`src/rtl/param_fifo.sv`:
```
// param_fifo -- parameterised single-clock FIFO.
//
// Purpose: rate-decoupling buffer between a producer and a consumer that
// share one clock. It provides an occupancy count, programmable
// almost-full/almost-empty flags, sticky overflow/underflow flags, a
// synchronous flush and a selectable read mode (registered or
// first-word-fall-through).
//
// Ports:
//   clk          single clock; all state updates on the rising edge
//   rst          asynchronous reset, active low
//   flush        synchronous clear of contents and error flags
//   wr_enb       write request; data_in is stored if the FIFO is not full
//   data_in      write data
//   rd_enb       read request; pops one word if the FIFO is not empty
//   data_out     read data (registered, or the head word when FWFT=1)
//   full/empty   count == DEPTH / count == 0
//   almost_full  count >= AF_THRESH
//   almost_empty count <= AE_THRESH
//   count        occupancy, 0..DEPTH
//   overflow     sticky: write attempted while full
//   underflow    sticky: read attempted while empty
module param_fifo #(
  parameter int DATA_WIDTH = 8,
  parameter int DEPTH      = 16,
  parameter int AF_THRESH  = 14,
  parameter int AE_THRESH  = 2,
  parameter bit FWFT       = 1'b0
) (
  input  logic                       clk,
  input  logic                       rst,
  input  logic                       flush,
  input  logic                       wr_enb,
  input  logic [DATA_WIDTH-1:0]      data_in,
  input  logic                       rd_enb,
  output logic [DATA_WIDTH-1:0]      data_out,
  output logic                       full,
  output logic                       empty,
  output logic                       almost_full,
  output logic                       almost_empty,
  output logic [$clog2(DEPTH):0]     count,
  output logic                       overflow,
  output logic                       underflow
);

  localparam int AW = $clog2(DEPTH);
  localparam int CW = AW + 1;

  localparam logic [CW-1:0] C_DEPTH = CW'(DEPTH);
  localparam logic [CW-1:0] C_AF    = CW'(AF_THRESH);
  localparam logic [CW-1:0] C_AE    = CW'(AE_THRESH);

  // Storage is deliberately not reset; pointers/count define validity.
  logic [DATA_WIDTH-1:0] r_mem [DEPTH];

  logic [AW-1:0] r_wptr;
  logic [AW-1:0] r_rptr;
  logic [CW-1:0] r_count;
  logic          r_ovf;
  logic          r_udf;

  logic w_wr_acc;
  logic w_rd_acc;

  // Flags come straight from the registered count: no lookahead.
  assign full         = (r_count == C_DEPTH);
  assign empty        = (r_count == '0);
  assign almost_full  = (r_count >= C_AF);
  assign almost_empty = (r_count <= C_AE);
  assign count        = r_count;
  assign overflow     = r_ovf;
  assign underflow    = r_udf;

  // Flush masks both requests so a flush cycle neither stores nor pops.
  assign w_wr_acc = wr_enb & ~full  & ~flush;
  assign w_rd_acc = rd_enb & ~empty & ~flush;

  always_ff @(posedge clk) begin
    if (w_wr_acc) r_mem[r_wptr] <= data_in;
  end

  always_ff @(posedge clk or negedge rst) begin
    if (!rst) begin
      r_wptr  <= '0;
      r_rptr  <= '0;
      r_count <= '0;
      r_ovf   <= 1'b0;
      r_udf   <= 1'b0;
    end else if (flush) begin
      r_wptr  <= '0;
      r_rptr  <= '0;
      r_count <= '0;
      r_ovf   <= 1'b0;
      r_udf   <= 1'b0;
    end else begin
      // Pointers wrap naturally since DEPTH is a power of two.
      if (w_wr_acc) r_wptr <= r_wptr + 1'b1;
      if (w_rd_acc) r_rptr <= r_rptr + 1'b1;
      case ({w_wr_acc, w_rd_acc})
        2'b10:   r_count <= r_count + 1'b1;
        2'b01:   r_count <= r_count - 1'b1;
        default: r_count <= r_count;
      endcase
      if (wr_enb && full)  r_ovf <= 1'b1;
      if (rd_enb && empty) r_udf <= 1'b1;
    end
  end

  generate
    if (FWFT) begin : g_fwft
      // Head word presented combinationally; rd_enb acknowledges it.
      assign data_out = empty ? '0 : r_mem[r_rptr];
    end else begin : g_std
      logic [DATA_WIDTH-1:0] r_dout;
      always_ff @(posedge clk or negedge rst) begin
        if (!rst)          r_dout <= '0;
        else if (flush)    r_dout <= '0;
        else if (w_rd_acc) r_dout <= r_mem[r_rptr];
      end
      assign data_out = r_dout;
    end
  endgenerate

endmodule

```
`config.mk`:
```
export PLATFORM = sky130hd
export DESIGN_NAME = param_fifo
export DESIGN_NICKNAME = d
export VERILOG_FILES = /design/src/rtl/param_fifo.sv
export SDC_FILE = /design/constraint.sdc
export NUM_CORES = 1
export LEC_CHECK = 0
export BUFFER_PORTS_ARGS = -buffer_cell sky130_fd_sc_hd__buf_2
export CAP_MARGIN = 20
export CELL_PAD_IN_SITES_DETAIL_PLACEMENT = 1
export CELL_PAD_IN_SITES_GLOBAL_PLACEMENT = 1
export CORE_AREA = 5 5 146 162
export DETAILED_ROUTE_END_ITERATION = 8
export DIE_AREA = 0 0 151 167
export PLACE_DENSITY = 0.6
export RECOVER_POWER = 100
export SKIP_CTS_REPAIR_TIMING = 1
export SLEW_MARGIN = 15
export SYNTH_ARGS = -nofsm -noshare
export SYNTH_HDL_FRONTEND = slang
export SYNTH_SLANG_ARGS = --single-unit
export TNS_END_PERCENT = 100
```
`constraint.sdc`:
```
create_clock -name clk -period 2.5 [get_ports clk]
set_input_delay 0.125 -clock clk [delete_from_list [all_inputs] [get_ports clk]]
set_output_delay 0.125 -clock clk [all_outputs]
set_load 0.03 [all_outputs]
```
; Yosys cells after proc, flatten, opt, wreduce, memory -nomap -nowiden
; Memories as Yosys holds them, arrays and structs flattened.
; Index checks and enable logic that the tools add are counted.
[classes]
shift = 0
n_lt_le_gt_ge = 2
bitwise = 7
muxes = 14
reduce_logical = 8
n_addsub = 4
n_eq_ne = 3
n_div = 0
n_mul = 0
[op_table]
columns = op, n
row1 = 4-bit two-way mux, 4
row2 = 8-bit two-way mux, 2
row3 = 5-bit case mux with 2 select lines, 1
row4 = 4-bit by 1-bit adder with 4-bit output (second input constant), 2
row5 = 2-bit nonzero test, 4
row6 = 1-bit two-way mux, 6
row7 = 5-bit by 1-bit adder with 5-bit output (second input constant), 1
row8 = 5-bit equality test (second input constant), 1
row9 = 5-bit by 4-bit >= comparator with 1-bit output (second input constant), 1
row10 = 5-bit by 2-bit less-or-equal comparator with 1-bit output (second input constant), 1
row11 = 5-bit logical NOT, 1
row12 = 5-bit two-way mux, 1
row13 = 5-bit by 1-bit subtractor with 5-bit output (second input constant), 1
row14 = 1-bit bitwise AND, 4
row15 = 1-bit NOT, 3
row16 = 3-bit nonzero test, 1
row17 = 2-bit by 1-bit equality test with 1-bit output (second input constant), 1
row18 = 2-bit equality test (second input constant), 1
row19 = 1-bit logical AND, 2
[word_totals]
mem_bits_ro = 0
input_bits = 13
ram_bits = 128
regBits = 23
word_cells = 45
latchBits = 0
output_inout_bits = 19
memories = 1
[memory_table]
columns = name, words, word_bits, read_ports, rd_ports_with_merged_regs, wr, line
row1 = r_mem, 16, 8, 1, 0, 1, 54  ; logic [DATA_WIDTH-1:0] r_mem [DEPTH];

; Longest topological paths before layout
; Gate-level depths: netlist (run 1).
[logic_depth]
depth_word = 7
depth_mapped = 10
depth_no_buf = 9

; Worst setup path before layout (run 1)
; No wires, ideal clock.
[synth_path]
kind = flip-flop to flip-flop
startpoint = register r_count[2], in the netlist count[2]
endpoint = memory r_mem[0][0], enable pin
stages_incl_launch_ff = 7
required_time_ps = 2105
setup_ps = 395
path_buffers = 2
period_less_slack_ps = 3041
t_arrival_ps = 2647
path_slack_ps = -541
path_cell_list = dfrtp_1 buf_2 nor4_2 a21boi_0 buf_2 and2_1 nor4bb_1
[synth_between]
elab_chain_len = 6
[synth_lines]
columns = element, line
row1 = start: declaration, 58  ; logic [CW-1:0] r_count;
row2 = start signal: assignment, 100  ; 2'b10: r_count <= r_count + 1'b1;
row3 = start signal: assignment, 101  ; 2'b01: r_count <= r_count - 1'b1;
row4 = start signal: assignment, 102  ; default: r_count <= r_count;
row5 = 5-bit equality test, 66  ; assign full = (r_count == C_DEPTH);
row6 = 1-bit NOT, 75  ; assign w_wr_acc = wr_enb & ~full & ~flush;
row7 = 1-bit bitwise AND (2 in a row), 75
row8 = 1-bit two-way mux, 79  ; if (w_wr_acc) r_mem[r_wptr] <= data_in;
row9 = 1-bit two-way mux (implied by the code), 79
row10 = end: declaration, 54
; Every way passes these cells.

; Worst setup path in the final report (run 1)
[layout_path]
startpoint = register r_count[2], in the netlist count[2]
endpoint = register r_count[4], in the netlist count[4]
[layout_between]
elab_chain_len = 7
elab_cells_between_ends = 15
classes_between = 2 x add/sub / 3 x eq/ne / 2 x mux / 6 x bitwise / 2 x reduce/logical
[layout_lines]
columns = element, line
row1 = 5-bit equality test / 5-bit logical NOT (equally long branches), "66, 67"
row2 = 1-bit NOT (on tied branches), "75, 76"
row3 = 1-bit bitwise AND (on tied branches) (2 in a row), "75, 76"
row4 = 2-bit by 1-bit equality test with 1-bit output / 2-bit equality test (equally long branches), 99  ; case ({w_wr_acc, w_rd_acc})
row5 = 5-bit case mux with 2 select lines, 99
row6 = 5-bit two-way mux, 89  ; end else if (flush) begin
; Several ways; a longest one is shown, not always the timed one.
; A chain may end at the register's enable or synchronous reset.

==> results.md, run 1 <==
- Number of synthesized flops with an enable pin: 128
- Leak: 2.526 nW
- Area growth, synth to finish: 21.66%
- Hold crit path type: in2reg
- Mapped Nets: 371
- Vert. Die Dim: 167 um
- First-pass GRT wire length: 21800 um
- RSZ-0062 raised after global routing: yes
- Post-DR wirelength/cell: 19.41 um
- Mux contribution to synthesized area: 12.06%
- Final-layout fill cell count: 2296
- Post-synthesis xor/xnor area fraction: 1.277%
- Slew Viols, Final: 0
- Core Area: 0.02182 sq mm
- Port bufs: 31
- # clock sinks: 151
- #FFs+latches synth: 151
- Crit path cell chain: nor4_4 > mux2i_2 > xor2_1 > ha_2 > o31ai_2 > a21oi_1 > o21a_1 > or4_1 > a21oi_1
- CP top delay family: simple AND/OR/NAND/NOR gates
- Worst-Margin Slew: 1.292 ns
- Crit path time final: 2.475 ns
- Die width: 151 um
- Multi-input logic area: 0.001698 sq mm
- Top_reg_cell synth: edfxtp_1
- Final setup vio count: 0
- Total negative slack: 0 ns
- Critical path startpoint category: flip-flop
- CP Capture Type: flip-flop
- Nets: 437
- Peak supply drop: 0.3077 mV
- Number of I/O pins: 32
- Asr flop ratio synth: 15.23%
- H-tree levels: 4
- Vias in the first global route: 3677
- WP data arrival: 2.83 ns
- Adder-Cell Fraction of Synth Area: 1.418%
- Most Frequent Cell on Critical Path: a21oi_1
- Total Power: 7.130 mW
- Pin count of the biggest net entering global routing: 36
- Worst path max stage delay: 0.42 ns
- Total number of vias: 3404
- Critical path class: reg2reg
- Commonest non-fill, non-tap cells in the layout: 128 x edfxtp_1, 34 x buf_4, 32 x mux4_2
- Root buf cell: clkbuf_16
- Mapped Area: 0.006175 sq mm
- Most common cell after layout, fill and taps aside: edfxtp_1
- Syn avg cell area: 17.59 sq um
- Initial Util: 28.29%
- Gr usage total: 11.79%
- Fin. Hold Viols: 0
- Status: completed
- Non-filler instance count after layout: 725
- Design area: 0.007512 sq mm
- Iteration-0 DRC Markers: 228
- Placed Instances: 691
- Post-Synth Simple-Gate Area: 6.342%
- Post-route DRC: 0
- Clock skew: 0.009627 ns
- CTS clk-pin slew, worst paths: 0.07 ns
- MaxCap Viol Count: 0
- Buf/Inv on CP: 0
- Drt total wl: 14080 um
- Power density over the cells: 949.1 mW/mm^2
- Initial antenna violation count: 0
- Routed Antenna Nets: 0
- Hpwl dp: 9351 um
- Worst skew pair latency: 0.43 ns
- Post-layout util: 34.42%
- Compound-Gate Fraction of Synth Area: 5.532%
- Routability cong.: 0.7576
- CTS tree: yes
- Period utilization: 98.99%
- Syn. warnings: 0
- Post-Synthesis Cells: 351
- Slowest library cell on the worst path: dfrtp_2
- Antenna diodes: 0
- Largest family of logic cells by synthesized area: multiplexers
- Row count: 57
- CTS buffer count: 17
- DP Area: 0.006955 sq mm
- Total die area: 0.02522 sq mm
- Total gr overflow: 0
- Layout cell share with drive strength beyond 1: 28.60%
- CP max FO: 4
- Synth unique cells: 45
- Clock Tree Buf Depth: 2
- Slew headroom: 13.89%
- Req. time, crit path: 2.85 ns
- Fmax: 0.4041 GHz
- Drt pass-1 iters: 4
- FF+latch area: 0.004423 sq mm
- Vias per cell: 4.695
- FF-to-FF setup slack: 0.03 ns
- Sequential area share after synthesis: 71.57%
==> cell type report <==
type / instances / area share, %
inverter: 3 / 0.1499
sequential: 151 / 58.88
multi-input combinational: 175 / 22.60
tap: 295 / 4.913
clock buffer: 17 / 5.663
clock inverter: 15 / 1.815
timing repair buffer: 69 / 5.979
==> final timing paths <==
kind                            depth (start not counted)      from         to
worst max-delay path                                    9  count[2]   count[4]
worst min-delay path                                    3    wr_enb   overflow
worst max register to register                          9  count[2]   count[4]
worst min register to register                          2  overflow   overflow
max in group asynchronous                               2       rst  r_rptr[0]
min in group asynchronous                               2       rst   count[4]
==> worst min-delay path: cells and delay by family <==
family	cells	cell delay (ns)
AOI/OAI and AO/OA	1	0.07
and+or+nand+nor	1	0.07
buffers and inverters	1	0.13
==> routing by layer <==
metal	global-route usage [%]	vias to the layer above	share of wire [%]
met5	0	-	0
met4	4.732	0	1.4
met3	2.446	15	4.7
met2	19.35	84	51
met1	15.18	1766	42
li1	-	1539	-
==> cells in the mapped netlist (all sizes together) (4+ instances only) <==
master,n,area (sq um)
a21oi,23,115.1
a22oi,16,120.1
and3,5,31.28
buf,9,50.04
clkbuf,13,50.04
dfrtp,23,575.6
edfxtp,128,3844
ha,7,87.58
mux4,32,720.7
nand2,8,30.03
nor2,29,108.9
nor3,5,25.02
nor4,4,31.28
xor2,6,52.55
==> power by group <==
part / switching, mW / internal, mW
Combinational: 1.03 / 0.764
Clock: 1.09 / 1.31
Sequential: 0.0970 / 2.85
Total: 2.21 / 4.92
==> registers in the layout, indices dropped and copies added, names as in the netlist <==
register   count
r_mem        128
data_out       8
count          5
r_rptr         4
r_wptr         4
overflow       1
underflow      1
==> cell families (layout without fill, tap and decap cells) <==
group | after synthesis | count (layout)
compound gates | 51 | 51
xor+xnor | 9 | 9
fa+ha+maj | 7 | 7
buf+inv | 25 | 104
flops | 151 | 151
mux | 34 | 34
simple gates | 74 | 74
==> through the flow <==
step | hold slack [ns] | setup WS (ns)
after floorplan | -0.1706 | -0.05796
after detailed placement | 0.1435 | -0.05043
final | 0.01926 | 0.02532
after CTS | -0.3280 | -0.06552
after global placement | 0.1265 | 0.06602
after global routing | 0.03272 | -0.06889
No activity file was read; power rests on OpenSTA's default activity.
==> inputs of run 2 (changes only) <==
--- a/config.mk
+++ b/config.mk
@@ -9,10 +9,11 @@
 export CAP_MARGIN = 20
 export CELL_PAD_IN_SITES_DETAIL_PLACEMENT = 1
 export CELL_PAD_IN_SITES_GLOBAL_PLACEMENT = 1
-export CORE_AREA = 5 5 146 162
+export CORE_AREA = 5 5 116 129
 export DETAILED_ROUTE_END_ITERATION = 8
-export DIE_AREA = 0 0 151 167
-export PLACE_DENSITY = 0.6
+export DIE_AREA = 0 0 121 134
+export HOLD_SLACK_MARGIN = 0.15
+export PLACE_DENSITY_LB_ADDON = 0.1
 export RECOVER_POWER = 100
 export SKIP_CTS_REPAIR_TIMING = 1
 export SLEW_MARGIN = 15
==> run 2 against run 1 <==
The flow now finishes with violations (negative setup slack); hold slack improved by 0.12 ns; worst setup slack worse by 0.048 ns; design area up 0.52%; flip-flop and latch count unchanged; sequential share of layout area is 0.30 points lower; critical path depth is the same; utilization is 21 points higher; maximum frequency down 1.9%; cell count decreased by 14%; die area decreased by 36%; global-route usage up 6.1 points.
==> results.md, run 2 (synthesis gave the netlist of run 1 again) <==
- Total die area: 0.01621 sq mm (was 0.02522 sq mm)
- Peak supply drop: 0.5439 mV (was 0.3077 mV)
- Worst slack, placed: -0.03322 ns (was -0.05043 ns)
- Total gr overflow: 0 (unchanged)
- CTS clk-pin slew, worst paths: 0.06 ns (was 0.07 ns)
- Fmax: 0.3964 GHz (was 0.4041 GHz)
- Routed Antenna Nets: 0 (unchanged)
- Hpwl dp: 8826 um (was 9351 um)
- CTS tree: yes (unchanged)
- Hold Startpoint: rd_enb (was wr_enb)
- Initial antenna violation count: 0 (unchanged)
- Antenna diodes: 0 (unchanged)
- Most common cell after layout, fill and taps aside: edfxtp_1 (unchanged)
- Worst skew pair latency: 0.43 ns (about the same)
- Worst path max stage delay: 0.42 ns (about the same)
- Worst-Margin Slew: 1.303 ns (was 1.292 ns)
- FF-to-FF setup slack: -0.02 ns (was 0.03 ns)
- Non-filler instance count after layout: 624 (was 725)
- Status: finished with violations (was completed)
- Biggest register: r_mem (unchanged)
- Drt total wl: 13450 um (was 14080 um)
- Multi-input logic area: 0.001708 sq mm (was 0.001698 sq mm)
- Req. time, crit path: 2.86 ns (was 2.85 ns)
- Crit path cell chain: nor4_4 > mux2i_4 > xor2_1 > ha_2 > o31ai_1 > a21oi_1 > o21a_1 > or4_1 > a21oi_2 (was nor4_4 > mux2i_2 > xor2_1 > ha_2 > o31ai_2 > a21oi_1 > o21a_1 > or4_1 > a21oi_1)
- Total number of vias: 3440 (was 3404)
- Number of I/O pins: 32 (unchanged)
- RSZ-0062 raised after global routing: yes (unchanged)
- Fin. Hold Viols: 0 (unchanged)
- Vert. Die Dim: 134 um (was 167 um)
- Iteration-0 DRC Markers: 212 (was 228)
- Worst R2R Path Depth: 9 (unchanged)
- Nets: 443 (was 437)
- Switching Share: 28.83% (was 31.02%)
- Power density over the cells: 981.4 mW/mm^2 (was 949.1 mW/mm^2)
- Slowest library cell on the worst path: dfrtp_2 (unchanged)
- Critical path class: reg2reg (unchanged)
- WP data arrival: 2.88 ns (was 2.83 ns)
- Total negative slack: -0.02291 ns (was 0 ns)
- Clock share of power: 37.1% (was 33.6%)
- Leak: 2.612 nW (was 2.526 nW)
- Post-route DRC: 0 (unchanged)
- Failing checks: negative setup slack
- Vias in the first global route: 3640 (was 3677)
- Layout cell share with drive strength beyond 1: 28.67% (was 28.60%)
- Worst Hold Depth: 4 (was 3)
- Die width: 121 um (was 151 um)
- MaxCap Viol Count: 0 (unchanged)
- Crit path time final: 2.523 ns (was 2.475 ns)
- Placed Instances: 579 (was 691)
- Total Power: 7.411 mW (was 7.130 mW)
- Final setup vio count: 1 (was 0)
- Sequential fraction of design power: 39.5% (was 41.3%)
- Post-DR wirelength/cell: 21.56 um (was 19.41 um)
- R2r endpoint: count[4] (unchanged)
- Vias per cell: 5.513 (was 4.695)
- H-tree levels: 4 (unchanged)
- Pin count of the biggest net entering global routing: 36 (unchanged)
- Reg2reg start: count[1] (was count[2])
- Gr usage total: 17.85% (was 11.79%)
- Row count: 45 (was 57)
- Root buf cell: clkbuf_16 (unchanged)
- Clock skew: 0.009143 ns (was 0.009627 ns)
- Initial Util: 45.50% (was 28.29%)
- Period utilization: 100.9% (was 98.99%)
- First-pass GRT wire length: 21190 um (was 21800 um)
- Slew headroom: 13.14% (was 13.89%)
- Internal: 5.274 mW (was 4.918 mW)
- Hold Crit Endpoint: underflow (was overflow)
- Port bufs: 31 (unchanged)
- # clock sinks: 151 (unchanged)
- Hold crit path type: in2reg (unchanged)
- Commonest non-fill, non-tap cells in the layout: 128 x edfxtp_1, 32 x mux4_2, 30 x buf_4 (was 128 x edfxtp_1, 34 x buf_4, 32 x mux4_2)
- CTS buffer count: 17 (unchanged)
- Area growth, synth to finish: 22.29% (was 21.66%)
- Final-layout fill cell count: 1232 (was 2296)
- Clock Tree Buf Depth: 2 (unchanged)
- Logic pwr share: 23.5% (was 25.1%)
- CP max FO: 3 (was 4)
- Core Area: 0.01357 sq mm (was 0.02182 sq mm)
- Sw Pwr: 2.137 mW (was 2.212 mW)
- FF+latch area: 0.004423 sq mm (unchanged)
- Slew Viols, Final: 0 (unchanged)
- Largest register FFs: 128 (unchanged)
- Drt pass-1 iters: 5 (was 4)
- Worst setup margin: -0.02291 ns (was 0.02532 ns)
- CP Capture Type: flip-flop (unchanged)
- Critical path startpoint category: flip-flop (unchanged)
- Routability cong.: 0.7262 (was 0.7576)
- Post-layout util: 55.65% (was 34.42%)
## run 2: worst max-delay path, delay by kind of cell, from the launching register on
kind	cells	cell delay [ns]
mux	1	0.33
flops	1	0.42
simple gates	2	0.82
xor+xnor	1	0.10
fa+ha+maj	1	0.21
compound gates	4	0.56
## run 2: final cells by class
cell class / count / area share, %
multi-input cells: 175 / 22.62
well taps: 188 / 3.115
repair buffers: 75 / 7.092
inverters: 3 / 0.1491
flip-flops and latches: 151 / 58.57
clock inverters: 15 / 2.817
clock buffers: 17 / 5.634
## run 2: metrics by stage
| step | instance area (sq um) | hold slack, ns |
|---|---|---|
| after floorplan | 6228 | -0.1706 |
| after global placement | 6797 | 0.1242 |
| after detailed placement | 6797 | 0.1430 |
| after CTS | 7435 | -0.3195 |
| after global routing | 7551 | 0.1905 |
| final | 7551 | 0.1362 |
## run 2: per-layer routing
metal | GRT usage, % | up-vias | part of all wire (%)
met3 | 4.049 | 24 | 4.0
met1 | 23.68 | 1792 | 44
met5 | 0 | - | 0
li1 | - | 1545 | -
met2 | 28.58 | 79 | 50
met4 | 7.368 | 0 | 2.3
## run 2: power by group through the flow
stage / Clock [mW] / Combinational (mW) / Sequential, mW
6_report: 2.75 / 1.74 / 2.92
5_1_grt: 2.92 / 1.90 / 2.94
4_1_cts: 2.80 / 1.74 / 2.92
3_5_place_dp: 0 / 1.73 / 2.98
3_3_place_gp: 0 / 1.70 / 2.97
2_1_floorplan: 0 / 1.11 / 3.11
## run 2: how the worst max path moves through the flow
| stage | from | cells past startpoint | slack, ns | endpoint |
|---|---|---|---|---|
| finish | count[1] | 9 | -0.02 | count[4] |
| global placement | count[2] | 9 | 0.03 | count[4] |
| floorplan | count[2] | 10 | -0.06 | count[4] |
| detailed placement | count[2] | 9 | -0.03 | count[4] |
| global route | count[1] | 9 | -0.11 | count[4] |
| CTS | count[2] | 9 | -0.05 | count[4] |
==> inputs of run 3 (changes only) <==
--- a/config.mk
+++ b/config.mk
@@ -6,12 +6,12 @@
 export NUM_CORES = 1
 export LEC_CHECK = 0
 export BUFFER_PORTS_ARGS = -buffer_cell sky130_fd_sc_hd__buf_2
-export CAP_MARGIN = 20
+export CAP_MARGIN = 40
 export CELL_PAD_IN_SITES_DETAIL_PLACEMENT = 1
 export CELL_PAD_IN_SITES_GLOBAL_PLACEMENT = 1
-export CORE_AREA = 5 5 116 129
+export CORE_AREA = 5 5 122 136
 export DETAILED_ROUTE_END_ITERATION = 8
-export DIE_AREA = 0 0 121 134
+export DIE_AREA = 0 0 127 141
 export HOLD_SLACK_MARGIN = 0.15
 export PLACE_DENSITY_LB_ADDON = 0.1
 export RECOVER_POWER = 100
==> run 3 against run 2 <==
The run now ends clean; largest cell class unchanged; via count about the same; critical path depth unchanged; non-clock buffer count increased by 3; clock-buffer cell count increased by 6; power decreased by 1.9%; hold slack got worse by 0.0055 ns; clock power decreased by 6%; utilization decreased by 6.4 points; die area increased by 10%; design area decreased by 0.56%; cell count increased by 2.4%; largest power group unchanged.
==> results.md, run 3 (synthesis gave the netlist of run 1 again) <==
- Met2 Resource Use GR: 29.43% (was 28.58%)
- GR Layer Usage met3: 3.524% (was 4.049%)
- Worst R2R Path Depth: 9 (unchanged)
- Design area: 0.007508 sq mm (was 0.007551 sq mm)
- Peak supply drop: 0.5512 mV (was 0.5439 mV)
- Antenna diodes: 0 (unchanged)
- Gr usage total: 16.91% (was 17.85%)
- Vias in the first global route: 3734 (was 3640)
- Most common cell after layout, fill and taps aside: edfxtp_1 (unchanged)
- CTS buffer count: 17 (unchanged)
- Vias per cell: 5.388 (was 5.513)
- CP Capture Type: flip-flop (unchanged)
- Number of I/O pins: 32 (unchanged)
- Busiest grt layer: met2 (unchanged)
- DP Area: 0.006817 sq mm (was 0.006797 sq mm)
- Clock Tree Buf Depth: 2 (unchanged)
- Iteration-0 DRC Markers: 184 (was 212)
- Critical path class: reg2reg (unchanged)
- Post-layout util: 49.22% (was 55.65%)
- H-tree levels: 4 (unchanged)
- FF-to-FF setup slack: 0.03 ns (was -0.02 ns)
- Drt pass-1 iters: 4 (was 5)
- Routability cong.: 0.7406 (was 0.7262)
- Slew headroom: 10.54% (was 13.14%)
- R2r endpoint: count[4] (unchanged)
- Total die area: 0.01791 sq mm (was 0.01621 sq mm)
- WP data arrival: 2.82 ns (was 2.88 ns)
- Final setup vio count: 0 (was 1)
- Hold Crit Endpoint: underflow (unchanged)
- Fmax: 0.4045 GHz (was 0.3964 GHz)
- Status: completed (was finished with violations)
- Total negative slack: 0 ns (was -0.02291 ns)
- CTS clk-pin slew, worst paths: 0.06 ns (about the same)
- Area growth, synth to finish: 21.60% (was 22.29%)
- Fin. Hold Viols: 0 (unchanged)
- Die width: 127 um (was 121 um)
- Total gr overflow: 0 (unchanged)
- MaxCap Viol Count: 0 (unchanged)
- Critical path startpoint category: flip-flop (unchanged)
- Layout cell share with drive strength beyond 1: 27.79% (was 28.67%)
- Hpwl dp: 9281 um (was 8826 um)
- Reg2reg start: count[1] (unchanged)
- First-pass GRT wire length: 22010 um (was 21190 um)
- Power density over the cells: 968.1 mW/mm^2 (was 981.4 mW/mm^2)
- Final-layout fill cell count: 1476 (was 1232)
- Vert. Die Dim: 141 um (was 134 um)
- Crit path time final: 2.472 ns (was 2.523 ns)
- Largest register FFs: 128 (unchanged)
- Period utilization: 98.89% (was 100.9%)
- Biggest register: r_mem (unchanged)
- CP max FO: 4 (was 3)
- Worst Hold Depth: 4 (unchanged)
- # clock sinks: 151 (unchanged)
- CTS tree: yes (unchanged)
- RSZ-0062 raised after global routing: yes (unchanged)
- Initial antenna violation count: 0 (unchanged)
- Row count: 48 (was 45)
- Nets: 446 (was 443)
- Port bufs: 31 (unchanged)
- GRT met1 Usage: 20.47% (was 23.68%)
- Worst slack, placed: -0.01108 ns (was -0.03322 ns)
- Worst setup margin: 0.02783 ns (was -0.02291 ns)
- Root buf cell: clkbuf_16 (unchanged)
- Worst-Margin Slew: 1.342 ns (was 1.303 ns)
- Req. time, crit path: 2.85 ns (was 2.86 ns)
- Total number of vias: 3443 (was 3440)
- Post-DR wirelength/cell: 22.32 um (was 21.56 um)
- Drt total wl: 14260 um (was 13450 um)
- Initial Util: 40.48% (was 45.50%)
- Hold Startpoint: rd_enb (unchanged)
- Post-route DRC: 0 (unchanged)
- Hold crit path type: in2reg (unchanged)
- Placed Instances: 595 (was 579)
- Routed Antenna Nets: 0 (unchanged)
- Commonest non-fill, non-tap cells in the layout: 128 x edfxtp_1, 35 x buf_4, 32 x mux4_2 (was 128 x edfxtp_1, 32 x mux4_2, 30 x buf_4)
- Core Area: 0.01525 sq mm (was 0.01357 sq mm)
- Slew Viols, Final: 0 (unchanged)
- Worst skew pair latency: 0.42 ns (was 0.43 ns)
- Non-filler instance count after layout: 639 (was 624)
- Leak: 2.590 nW (was 2.612 nW)
- Pin count of the biggest net entering global routing: 36 (unchanged)
- Clock skew: 0.004694 ns (was 0.009143 ns)
## run 3: cell types whose count changed in the layout (fill, tap and decap cells not counted), sizes merged
cell | before | now
clkbuf | 37 | 46
inv | 9 | 3
bufinv | 4 | 3
clkinv | 4 | 5
## run 3: worst max-delay path by stage
stage,startpoint,endpoint,slack [ns],cells past startpoint
2_1_floorplan,count[2],count[4],-0.06,10
3_3_place_gp,count[2],count[4],0.06,9
3_5_place_dp,count[2],count[4],-0.01,9
4_1_cts,count[2],count[4],-0.01,9
5_1_grt,count[1],count[4],-0.08,9
6_report,count[1],count[4],0.03,9
## run 3: through the flow
stage          hold slack (ns)  total power [mW]
2_1_floorplan          -0.1706             4.225
3_3_place_gp            0.1379             4.730
3_5_place_dp            0.1425             4.757
4_1_cts                -0.3109             7.378
5_1_grt                 0.1523             7.618
6_report                0.1307             7.269
## run 3: per-layer routing
layer	vias to the layer above	part of all wire [%]
met5	-	0
met4	0	1.5
met3	16	2.3
met2	50	53
met1	1832	43
li1	1545	-
## run 3: where the power goes
group / leakage (nW) / internal, mW / switching (mW)
clock: 0.297 / 1.64 / 0.948
sequential: 1.46 / 2.85 / 0.0772
combinational: 0.831 / 0.743 / 1.01
total: 2.59 / 5.23 / 2.04
## run 3: critical path, cell delays in order, from the launching register on
cell	delay, ns
dfrtp_2	0.42
nor4_4	0.34
mux2i_2	0.34
xor2_1	0.12
ha_2	0.21
o31ai_2	0.18
a21oi_1	0.07
o21a_1	0.18
or4_1	0.40
a21oi_1	0.15
## run 3: area by class of cell
class                   count  area [sq um]  area share (%)
well taps                 200         250.2           3.333
flip-flops and latches    151          4423           58.91
clock buffers              23         478.0           6.366
clock inverters             9         122.6           1.633
multi-input cells         175          1694           22.56
inverters                   3         11.26          0.1500
repair buffers             78         529.3           7.049
